`src/rtl/byte_lane_mem_adaptor.sv`:
```
// Byte-wide read/write front end for a 32-bit word SDRAM controller.
// Byte writes are read-modify-write; CLEAR zero-fills the whole word range.
module byte_lane_mem_adaptor #(
    parameter int LOGSIZE        = 10,
    parameter int SETTLE         = 50,
    parameter bit CLEAR_ON_RESET = 1'b1
) (
    input  logic               clk,
    input  logic               reset,
    output logic [56:0]        memOut,
    input  logic [33:0]        memIn,
    input  logic               init,
    input  logic [LOGSIZE-1:0] addr,
    input  logic [7:0]         wdata,
    input  logic               wselect,
    input  logic               doit,
    output logic               busy,
    output logic               rvalid,
    output logic [7:0]         rdata
);

    localparam int WW = LOGSIZE - 2;
    localparam logic [WW-1:0] WLast = {WW{1'b1}};

    localparam logic [2:0] StClear   = 3'd0;
    localparam logic [2:0] StIdle    = 3'd1;
    localparam logic [2:0] StRdIssue = 3'd2;
    localparam logic [2:0] StRdWait  = 3'd3;
    localparam logic [2:0] StWrIssue = 3'd4;
    localparam logic [2:0] StSettle  = 3'd5;

    localparam logic [2:0] StReset = CLEAR_ON_RESET ? StClear : StIdle;

    logic [2:0]         state_q, state_d;
    logic [WW-1:0]      wcnt_q, wcnt_d;
    logic [6:0]         scnt_q, scnt_d;
    logic               pend_q, pend_d;
    logic [LOGSIZE-1:0] addr_q, addr_d;
    logic [7:0]         wdata_q, wdata_d;
    logic               wsel_q, wsel_d;
    logic [31:0]        merged_q, merged_d;
    logic               rvalid_q, rvalid_d;
    logic [7:0]         rdata_q, rdata_d;

    logic        mem_busy, mem_rvalid;
    logic [31:0] mem_rdata;
    logic [4:0]  lane_sh;
    logic [22:0] word_addr;

    assign mem_busy   = memIn[33];
    assign mem_rvalid = memIn[32];
    assign mem_rdata  = memIn[31:0];
    // Lane 0 is the most significant byte, so shift = (3 - lane) * 8.
    assign lane_sh    = {~addr_q[1:0], 3'b000};
    assign word_addr  = 23'(addr_q[LOGSIZE-1:2]);

    always_comb begin
        state_d  = state_q;
        wcnt_d   = wcnt_q;
        scnt_d   = scnt_q;
        pend_d   = pend_q;
        addr_d   = addr_q;
        wdata_d  = wdata_q;
        wsel_d   = wsel_q;
        merged_d = merged_q;
        rvalid_d = 1'b0;
        rdata_d  = rdata_q;
        if (init && state_q != StIdle && state_q != StClear) begin
            pend_d = 1'b1;
        end
        case (state_q)
            StClear: begin
                if (!mem_busy) begin
                    if (wcnt_q == WLast) begin
                        state_d = StSettle;
                        scnt_d  = 7'(SETTLE);
                    end else begin
                        wcnt_d = wcnt_q + 1'b1;
                    end
                end
            end
            StIdle: begin
                if (init || pend_q) begin
                    state_d = StClear;
                    wcnt_d  = '0;
                    pend_d  = 1'b0;
                end else if (doit) begin
                    state_d = StRdIssue;
                    addr_d  = addr;
                    wdata_d = wdata;
                    wsel_d  = wselect;
                end
            end
            StRdIssue: begin
                if (!mem_busy) begin
                    state_d = StRdWait;
                end
            end
            StRdWait: begin
                if (mem_rvalid) begin
                    if (wsel_q) begin
                        merged_d = (mem_rdata & ~(32'hFF << lane_sh))
                                 | ({24'h0, wdata_q} << lane_sh);
                        state_d  = StWrIssue;
                    end else begin
                        rdata_d  = 8'(mem_rdata >> lane_sh);
                        rvalid_d = 1'b1;
                        state_d  = StSettle;
                        scnt_d   = 7'(SETTLE);
                    end
                end
            end
            StWrIssue: begin
                if (!mem_busy) begin
                    state_d = StSettle;
                    scnt_d  = 7'(SETTLE);
                end
            end
            StSettle: begin
                if (scnt_q == '0) begin
                    state_d = StIdle;
                end else begin
                    scnt_d = scnt_q - 1'b1;
                end
            end
            default: state_d = StIdle;
        endcase
    end

    always_ff @(posedge clk or posedge reset) begin
        if (reset) begin
            state_q  <= StReset;
            wcnt_q   <= '0;
            scnt_q   <= '0;
            pend_q   <= 1'b0;
            addr_q   <= '0;
            wdata_q  <= '0;
            wsel_q   <= 1'b0;
            merged_q <= '0;
            rvalid_q <= 1'b0;
            rdata_q  <= 8'h00;
        end else begin
            state_q  <= state_d;
            wcnt_q   <= wcnt_d;
            scnt_q   <= scnt_d;
            pend_q   <= pend_d;
            addr_q   <= addr_d;
            wdata_q  <= wdata_d;
            wsel_q   <= wsel_d;
            merged_q <= merged_d;
            rvalid_q <= rvalid_d;
            rdata_q  <= rdata_d;
        end
    end

    // Address/data are held for the whole issue state, not only the doit cycle.
    logic        m_doit, m_wsel;
    logic [22:0] m_addr;
    logic [31:0] m_data;

    always_comb begin
        m_doit = 1'b0;
        m_wsel = 1'b0;
        m_addr = '0;
        m_data = '0;
        case (state_q)
            StClear: begin
                m_doit = !mem_busy;
                m_wsel = 1'b1;
                m_addr = 23'(wcnt_q);
            end
            StRdIssue: begin
                m_doit = !mem_busy;
                m_addr = word_addr;
            end
            StWrIssue: begin
                m_doit = !mem_busy;
                m_wsel = 1'b1;
                m_addr = word_addr;
                m_data = merged_q;
            end
            default: ;
        endcase
        if (reset) begin
            m_doit = 1'b0;
            m_wsel = 1'b0;
            m_addr = '0;
            m_data = '0;
        end
    end

    assign memOut = {m_wsel, m_addr, m_doit, m_data};
    assign busy   = (state_q != StIdle) || pend_q;
    assign rvalid = rvalid_q;
    assign rdata  = rdata_q;

endmodule

```
`config.mk`:
```
export PLATFORM = sky130hd
export DESIGN_NAME = byte_lane_mem_adaptor
export DESIGN_NICKNAME = d
export VERILOG_FILES = /design/src/rtl/byte_lane_mem_adaptor.sv
export SDC_FILE = /design/constraint.sdc
export NUM_CORES = 1
export LEC_CHECK = 0
export BUFFER_PORTS_ARGS = -buffer_cell sky130_fd_sc_hd__buf_4
export CORE_MARGIN = 2
export CORE_UTILIZATION = 25
export CTS_CLUSTER_DIAMETER = 40
export DETAILED_ROUTE_END_ITERATION = 8
export MAX_ROUTING_LAYER = met4
export SYNTH_ARGS = -nofsm -noshare
export SYNTH_HDL_FRONTEND = slang
export SYNTH_SLANG_ARGS = --single-unit
```
`constraint.sdc`:
```
create_clock -name clk -period 2.3 [get_ports clk]
set_input_delay 0.115 -clock clk [delete_from_list [all_inputs] [get_ports clk]]
set_output_delay 0.115 -clock clk [all_outputs]
set_load 0.02 [all_outputs]
```
=== Word level (Yosys, flattened, before mapping) ===
Cells that the tools add are included.

* Register bits: 79
* Bits of input ports: 57
* Output and inout bits: 67
* Logic and storage cells: 93

* Add/subtract/negate cells: 2
* Eq/ne operators: 18
* Shift operators: 3
* Muxes and demuxes: 35
* Bitwise operators: 6
* Reduce and logical (&&, ||, !) cells: 19

{| class="wikitable"
|+ Operators with widths
! kind !! number
|-
| two-way mux 32 bit || 2
|-
| two-way mux 7 bit || 6
|-
| bitwise AND 32 bit || 1
|-
| NOT 32 bit || 1
|-
| OR 32 bit || 1
|-
| case mux 8 bit (2 select lines) || 2
|-
| left shift 8 x 5 -> 32 bit || 1
|-
| left shift 8 x 5 -> 32 bit (first input constant) || 1
|-
| >> shifter 32 x 5 -> 8 bit || 1
|-
| case mux 7 bit (4 select lines) || 1
|-
| two-way mux 3 bit || 8
|-
| two-way mux 8 bit || 3
|-
| two-way mux 23 bit || 1
|-
| inequality test 2 bit (second input constant) || 10
|-
| case mux 3 bit (6 select lines) || 1
|-
| AND reduction 7 bit || 2
|-
| two-way mux 1 bit || 11
|-
| AND reduction 3 bit || 3
|-
| adder 8 x 1 -> 8 bit (second input constant) || 1
|-
| == test 8 bit (second input constant) || 1
|-
| zero test 7 bit || 1
|-
| subtractor 7 x 1 -> 7 bit (second input constant) || 1
|-
| == test 3 x 2 -> 1 bit (second input constant) || 2
|-
| == test 3 bit (second input constant) || 2
|-
| 15 further kinds || 19
|}

=== Depth between registers and ports, before layout ===
Gate-level depths: netlist of run 1.

* Depth after elaboration: 6
* Mapped depth: 6
* Gate-level depth less buffers: 6

=== Worst setup path before layout of run 1 ===
Ideal clock, no wire load.

* Path type: flip-flop to flip-flop
* Start point: register wcnt_q[0]
* End point: register scnt_q[1]
* Setup time: 125 ps
* Data arrival time: 1,592 ps
* Required time: 2,175 ps
* Path slack: 583 ps
* Cell stages (with the launch flop): 6
* Buffers on the path: 0
* Clock period less this slack: 1,717 ps
* Cells stage by stage: dfrtp_1 -> ha_1 -> nand3_1 -> o21a_1 -> a211oi_2 -> mux2_4

* Word-level cells in the longest chain between the ends: 3

{| class="wikitable"
|+ RTL lines
! what !! line !! source
|-
| from (decl) || 35 || <nowiki>logic [WW-1:0] wcnt_q, wcnt_d;</nowiki>
|-
| from (signal assigned) || 144 || <nowiki>wcnt_q <= wcnt_d;</nowiki>
|-
| == test 8 bit || 74 || <nowiki>if (wcnt_q == WLast) begin</nowiki>
|-
| inequality test 2 bit (no source line) || -- ||
|-
| AND reduction 7 bit (no source line) || -- ||
|-
| to (signal assigned) || 145 || <nowiki>scnt_q <= scnt_d;</nowiki>
|-
| to (decl) || 36 || <nowiki>logic [6:0] scnt_q, scnt_d;</nowiki>
|}

No other way between the ends.
A chain may end at the register's enable or synchronous reset.

=== Worst setup path after layout of run 1 ===
* Start point: register state_q[1]
* End point: output memOut[22]

* Word-level cells in the longest chain between the ends: 3

{| class="wikitable"
|+ RTL lines
! what !! line !! source
|-
| from (decl) || 34 || <nowiki>logic [2:0] state_q, state_d;</nowiki>
|-
| from (signal assigned) || 132 || <nowiki>state_q <= StReset;</nowiki>
|-
| from (signal assigned) || 143 || <nowiki>state_q <= state_d;</nowiki>
|-
| == test 3 bit || 166 || <nowiki>case (state_q)</nowiki>
|-
| two-way mux 32 bit || 166 ||
|-
| two-way mux 32 bit || 184 || <nowiki>if (reset) begin</nowiki>
|-
| to (decl) || 10 || <nowiki>output logic [56:0] memOut,</nowiki>
|}

No other way between the ends.

==> metrics, run 1 <==
Post-synth EDFFs=0; aggregate routed wire length=13300 um; Tot GR Track Use=14.6%; largest cells by area after synthesis=dfrtp_1 45%, mux2i_1 7.7%, mux2_1 4.9%, and3_1 4.7%, o21ai_0 4.4%; drt first pass iters=4; Clock Tree Buf Depth=2; Main synth FF type=dfrtp_1; # port buffers=108; Skew-Pair Late Insertion Delay=0.34 ns; Ant. Diodes=0; most frequent cell after synthesis=dfrtp_1; Clock transition at path regs=0.07 ns; H-tree levels=3; Pwr Total=6.51 mW; Post-Synth Simple-Gate Area=15.4%; CP Max Fanout=33; Cells after Synth=416; Worst EP arrival=1.97 ns; mean routed wirelength per cell=17.3 um; Peak Freq=479 MHz; DP HPWL=9970 um; Largest delay share family, worst path=flip-flops; first-pass GRT wire length=20100 um; Final GP Congestion=0.891; Critical Path, Cell by Cell=nor3_2 > buf_4 > and3_1 > buf_4; actual slew at the worst max-slew pin=0.681 ns; Final Hold Vio Count=0; nets=598; Worst setup SP type=flop; placed insts=732; Worst Path Buf+Inv=2; DR iter-0 viols=231; Die Area=0.0186 mm2; Die W=137 um; XOR/XNOR share of the synthesized area=0.370%; final setup fails=0; Initial Util=25.5%; type of the worst setup path=reg2out; crit path max-delay cell type=dfrtp_1; Via density=4.76; FF+latch count, synth=79; CTS tree=built; Final period util=90.8%; cts bufs inserted=9; Overflow after GRT=0; unrepaired setup endpoints after global routing=false; Synth top cells by count=79 x dfrtp_1, 48 x nand2_1, 39 x o21ai_0; crit path time final=2.09 ns; Unique masters post-synth=57; yosys warns=0; largest family of logic cells by synthesized area=multiplexers; layout cell share with drive strength beyond 1=30.6%; pin count of the biggest net entering global routing=65; area delta synth->final=33.5%; area leader, netlist=dfrtp_1; CP most frequent cell=buf_4; setup tns final=0 ns; fin cells=768; Cell Area, Synth=0.00439 mm2; initial antenna violation count=0; post-synthesis mux area share=19.1%; FILL cells=1727; peak supply drop=0.426 mV; Worst Setup End Kind=output port; max-slew violation count=0; Cell Rows=48; adder-cell share of the synthesized area=0.855%; WP data required=2.18 ns; skew final=0.00952 ns; vias in the first global route=3589; Chip Height=137 um; status=finished clean; Routed Antenna Nets=0; Max-Cap Viols=0; Vias=3652; register area share after synthesis=45.0%; Syn Area/Cell=10.6 um2; P_leak=2.92 nW; Crit path largest cell delay=0.60 ns; Power Density=1110 mW/mm2; # DRC=0; clock tree sinks=79; IO Count=124; Synth top area share=45.0%; CTS root buf=clkbuf_16; Synth Area in Compound Gates=13.0%; core area=0.0172 mm2; worst hold path class=in2reg; Max-slew headroom=54.6%; share of synthesized registers carrying an async set or reset=100%
[registers in the layout, indices dropped and copies added (netlist names)]
name	cells
rvalid	1
rdata	8
wcnt_q	8
pend_q	1
merged_q	32
wdata_q	8
addr_q	10
state_q	3
wsel_q	1
scnt_q	7
[through the flow]
stage / area [um2] / worst slack [ns] / utilization, % / hold slack [ns]
after floorplan: 4440 / 0.162 / - / 0.247
after global placement: 5390 / 0.383 / 31.3 / 0.245
after detailed placement: 5390 / 0.318 / 31.3 / 0.249
after CTS: 5860 / 0.216 / 34.0 / 0.0724
after global routing: 5860 / 0.106 / 34.0 / 0.0855
final: 5860 / 0.211 / 34.0 / 0.0801
[where the power goes]
part	switching (mW)	internal, mW
logic	1.42	1.22
clock network	0.605	0.737
registers	0.600	1.93
[worst register-to-register path, delay by kind of cell, from the launching register on]
kind | cells | cell delay, ns
multiplexers | 1 | 0.39
AND/OR/NAND/NOR | 2 | 0.79
flip-flops | 1 | 0.72
[routing by layer]
layer / vias to the layer above / global-route usage (%) / wire [um]
li1: 1728 / - / -
met1: 1797 / 19.4 / 5800
met2: 117 / 22.9 / 6510
met3: 10 / 2.11 / 798
met4: 0 / 5.09 / 169
met5: - / - / 0
[what timing repair did]
item | in CTS | in global routing
buffers inserted | 0 | 0
setup endpoints to repair | 0 | 0
endpoints found under the hold margin | 42 | 0
hold buffers | 20 | 0
gates resized for setup | 0 | 0
[path summary, 6_finish.rpt]
| kind | start | end | slack [ns] | cells after the start |
|---|---|---|---|---|
| setup / recovery | state_q[1]$_DFFE_PP0P_ | memOut[22] | 0.21 | 4 |
| hold / removal | memIn[29] | merged_q[29]$_DFFE_PP0P_ | 0.08 | 3 |
| setup reg to reg | state_q[1]$_DFFE_PP0P_ | rdata[3]$_DFFE_PP0P_ | 0.28 | 3 |
| hold reg to reg | merged_q[31]$_DFFE_PP0P_ | merged_q[31]$_DFFE_PP0P_ | 0.48 | 2 |
| max in group asynchronous | reset | merged_q[28]$_DFFE_PP0P_ | 1.25 | 4 |
| min in group asynchronous | reset | pend_q$_DFF_PP0_ | 0.41 | 3 |
[cells by family (layout without fill, tap and decap cells)]
logic type,Yosys count,count (layout)
buf+inv,49,162
other cells,1,15
mux,70,70
simple gates,126,126
compound gates,87,87
xor+xnor,1,1
fa+ha+maj,3,3
flops,79,79
[cells in the final DEF, fill, tap and decap left out, drive strengths merged, types with 4 or more instances in the layout]
cell type,Yosys,layout
a21oi,6,6
a22oi,10,10
a31oi,7,7
a41oi,4,4
and3,33,33
buf,27,118
clkbuf,14,10
conb,1,15
dfrtp,79,79
dlygate4sd3,0,20
inv,8,10
mux2,28,28
mux2i,34,34
mux4,8,8
nand2,48,48
nand3,4,4
nand3b,5,5
nor2,16,16
nor3,4,4
o21a,4,4
o21ai,41,41
[final cells by class]
| cell class | instances | area, um2 | area share (%) |
|---|---|---|---|
| clock buffers | 10 | 229 | 3.91 |
| clock inverters | 6 | 45.0 | 0.768 |
| inverters | 8 | 30.0 | 0.512 |
| multi-input cells | 302 | 2200 | 37.5 |
| flip-flops and latches | 79 | 1980 | 33.7 |
| well taps | 225 | 282 | 4.80 |
| repair buffers | 138 | 1100 | 18.7 |
Power figures use the tool's default switching activity.
==> inputs of run 2 (changes only) <==
==> constraint.sdc (replaced) <==
create_clock -name clk -period 1.7 [get_ports clk]
set_input_delay 0.085 -clock clk [delete_from_list [all_inputs] [get_ports clk]]
set_output_delay 0.085 -clock clk [all_outputs]
set_load 0.02 [all_outputs]
==> metrics, run 2 (synthesized netlist as in run 1, its figures left out) <==
Max-slew headroom=61.7% (was 54.6%); Cell Rows=48 (unchanged); Peak Freq=545 MHz; r2r worst-path depth=6 (was 3); Power Density=1540 mW/mm2 (was 1110 mW/mm2); max-slew violation count=0 (unchanged); failing checks=negative setup slack; P_leak=3.25 nW (was 2.92 nW); area delta synth->final=57.8% (was 33.5%); HP Start=memIn[1] (was memIn[29]); nets=655 (was 598); vias in the first global route=4002 (was 3589); pin count of the biggest net entering global routing=65 (unchanged); aggregate routed wire length=14600 um (was 13300 um); Final GP Congestion=0.837 (was 0.891); Hold Path End=merged_q[1]$_DFFE_PP0P_ (was merged_q[29]$_DFFE_PP0P_); Pwr Total=10.7 mW (was 6.51 mW); CTS root buf=clkbuf_16 (unchanged); clock tree sinks=79 (unchanged); status=complete, but fails checks (was finished clean); Logic pwr share=49.9% (was 40.5%); DR iter-0 viols=217 (was 231); actual slew at the worst max-slew pin=0.574 ns (was 0.681 ns); register with the most flip-flops=merged_q (unchanged); Worst setup SP type=flop (unchanged); Critical Path, Cell by Cell=buf_12 > buf_4 > nand3b_4 > a21o_1 > a211oi_4 > mux2_4 (was nor3_2 > buf_4 > and3_1 > buf_4); crit path max-delay cell type=dfrtp_1 (unchanged); first-pass GRT wire length=22600 um (was 20100 um); final setup fails=72 (was 0); Skew-Pair Late Insertion Delay=0.34 ns (about the same); Die W=137 um (unchanged); flip-flop count of the largest register after layout=32 (unchanged); fin area=0.00693 mm2 (was 0.00586 mm2); worst hold path class=in2reg (unchanged); Max-Cap Viols=0 (unchanged); Overflow after GRT=0 (unchanged); Crit path largest cell delay=0.41 ns (was 0.60 ns); crit path time final=1.83 ns; IO Count=124 (unchanged); drt first pass iters=4 (unchanged); R2R setup slack=-0.13 ns (was 0.28 ns); H-tree levels=3 (unchanged); Via density=4.73 (was 4.76); DP HPWL=10300 um (was 9970 um); setup slack after layout=-0.135 ns (was 0.211 ns); # port buffers=108 (unchanged); reg-to-reg endpoint=scnt_q[1]$_DFFE_PP0P_ (was rdata[3]$_DFFE_PP0P_); Final period util=108%; setup tns final=-4.44 ns (was 0 ns); Switching Fraction=38.0% (was 40.3%); CTS tree=built (unchanged); most common library cell in the layout ignoring fill and taps=buf_4 (unchanged); Final Hold Vio Count=0 (unchanged); core area=0.0172 mm2 (unchanged); internal power=6.63 mW (was 3.89 mW); cts bufs inserted=9 (unchanged); post-place instance area=0.00576 mm2 (was 0.00539 mm2); Clock transition at path regs=0.07 ns (about the same); Ant. Diodes=0 (unchanged); Worst EP arrival=2.06 ns (was 1.97 ns); Vias=3902 (was 3652); type of the worst setup path=reg2reg (was reg2out); Die Area=0.0186 mm2 (unchanged); top flop regs=merged_q (32), addr_q (10) (unchanged); layout cell share with drive strength beyond 1=45.8% (was 30.6%); Reg power frac=30.4% (was 38.9%); skew final=0.00710 ns (was 0.00952 ns); commonest cells after routing, fill and taps aside=121 x buf_4, 79 x dfrtp_1, 47 x nand2_1, 44 x buf_6, 37 x o21ai_0 (was 117 x buf_4, 79 x dfrtp_1, 48 x nand2_1, 39 x o21ai_0, 34 x mux2i_1); Routed Antenna Nets=0 (unchanged); NetSw=4.07 mW (was 2.62 mW); Hold Crit Depth=3 (unchanged); Clock Tree Buf Depth=2 (unchanged); unrepaired setup endpoints after global routing=true (was false); Initial Util=25.5% (unchanged); mean routed wirelength per cell=17.7 um (was 17.3 um); WP data required=1.93 ns (was 2.18 ns); Critical R2R Launch=state_q[1]$_DFFE_PP0P_ (unchanged); Clock Power Share=19.6% (was 20.6%); Fin Hold WS=0.0495 ns (was 0.0801 ns); # DRC=0 (unchanged); Tot GR Track Use=16.6% (was 14.6%); initial antenna violation count=0 (unchanged); peak supply drop=0.695 mV (was 0.426 mV); Chip Height=137 um (unchanged); CP Max Fanout=9 (was 33); Worst Setup End Kind=flop (was output port)
run 2: how the worst max path moves through the flow:
stage                                 startpoint                endpoint  cells past startpoint  slack (ns)
after detailed placement   scnt_q[0]$_DFFE_PP0P_   scnt_q[1]$_DFFE_PP0P_                      6       -0.04
after CTS                 state_q[1]$_DFFE_PP0P_              memOut[35]                      7       -0.11
after global routing      state_q[1]$_DFFE_PP0P_   scnt_q[1]$_DFFE_PP0P_                      6       -0.18
final                     state_q[1]$_DFFE_PP0P_   scnt_q[1]$_DFFE_PP0P_                      6       -0.13
after global placement     wcnt_q[0]$_DFFE_PP0P_  state_q[2]$_DFFE_PP0P_                      5        0.01
after floorplan            wcnt_q[0]$_DFFE_PP0P_   scnt_q[1]$_DFFE_PP0P_                      5        0.03
run 2: layer usage:
layer	vias up	global-route usage (%)	wire (um)	part of all wire (%)
met5	-	-	0	0
met4	0	5.56	382	2.6
met3	22	3.07	603	4.1
met2	125	26.0	7120	49
met1	1904	21.6	6520	45
li1	1851	-	-	-
run 2: stage by stage:
stage / util, % / setup WS, ns / cells
after floorplan: - / 0.0308 / 430
after global routing: 40.2 / -0.178 / 825
after global placement: 33.4 / 0.0118 / 771
after CTS: 39.2 / -0.109 / 822
after detailed placement: 33.4 / -0.0357 / 771
final: 40.2 / -0.135 / 825
run 2: layout make-up:
cell class,count,area [um2]
clock buffers,11,233
clock inverters,5,81.3
fillers,1620,10300
inverters,8,33.8
multi-input cells,302,2510
flip-flops and latches,79,1980
well taps,225,282
repair buffers,195,1810
run 2: repair_timing:
item,CTS,global route
pin swaps,24,17
gates cloned,2,0
hold buffers,20,0
buffers inserted,13,3
hold endpoints to repair,38,0
resized for setup,81,35
endpoints found under the setup margin,45,87
run 2: power groups by stage:
stage          clock (mW)  combinational (mW)  sequential, mW
6_report             2.10                5.34            3.26
5_1_grt              2.22                5.77            3.36
4_1_cts              2.15                5.04            3.23
3_5_place_dp            0                4.39            3.24
3_3_place_gp            0                4.35            3.21
2_1_floorplan           0                2.67            3.13
run 2: worst max-delay path, delay by kind of cell (launching register included):
family | cells | cell delay [ns]
buffers and inverters | 2 | 0.32
muxes | 1 | 0.32
and+or+nand+nor | 1 | 0.18
DFF | 1 | 0.41
AOI/OAI and AO/OA | 2 | 0.50
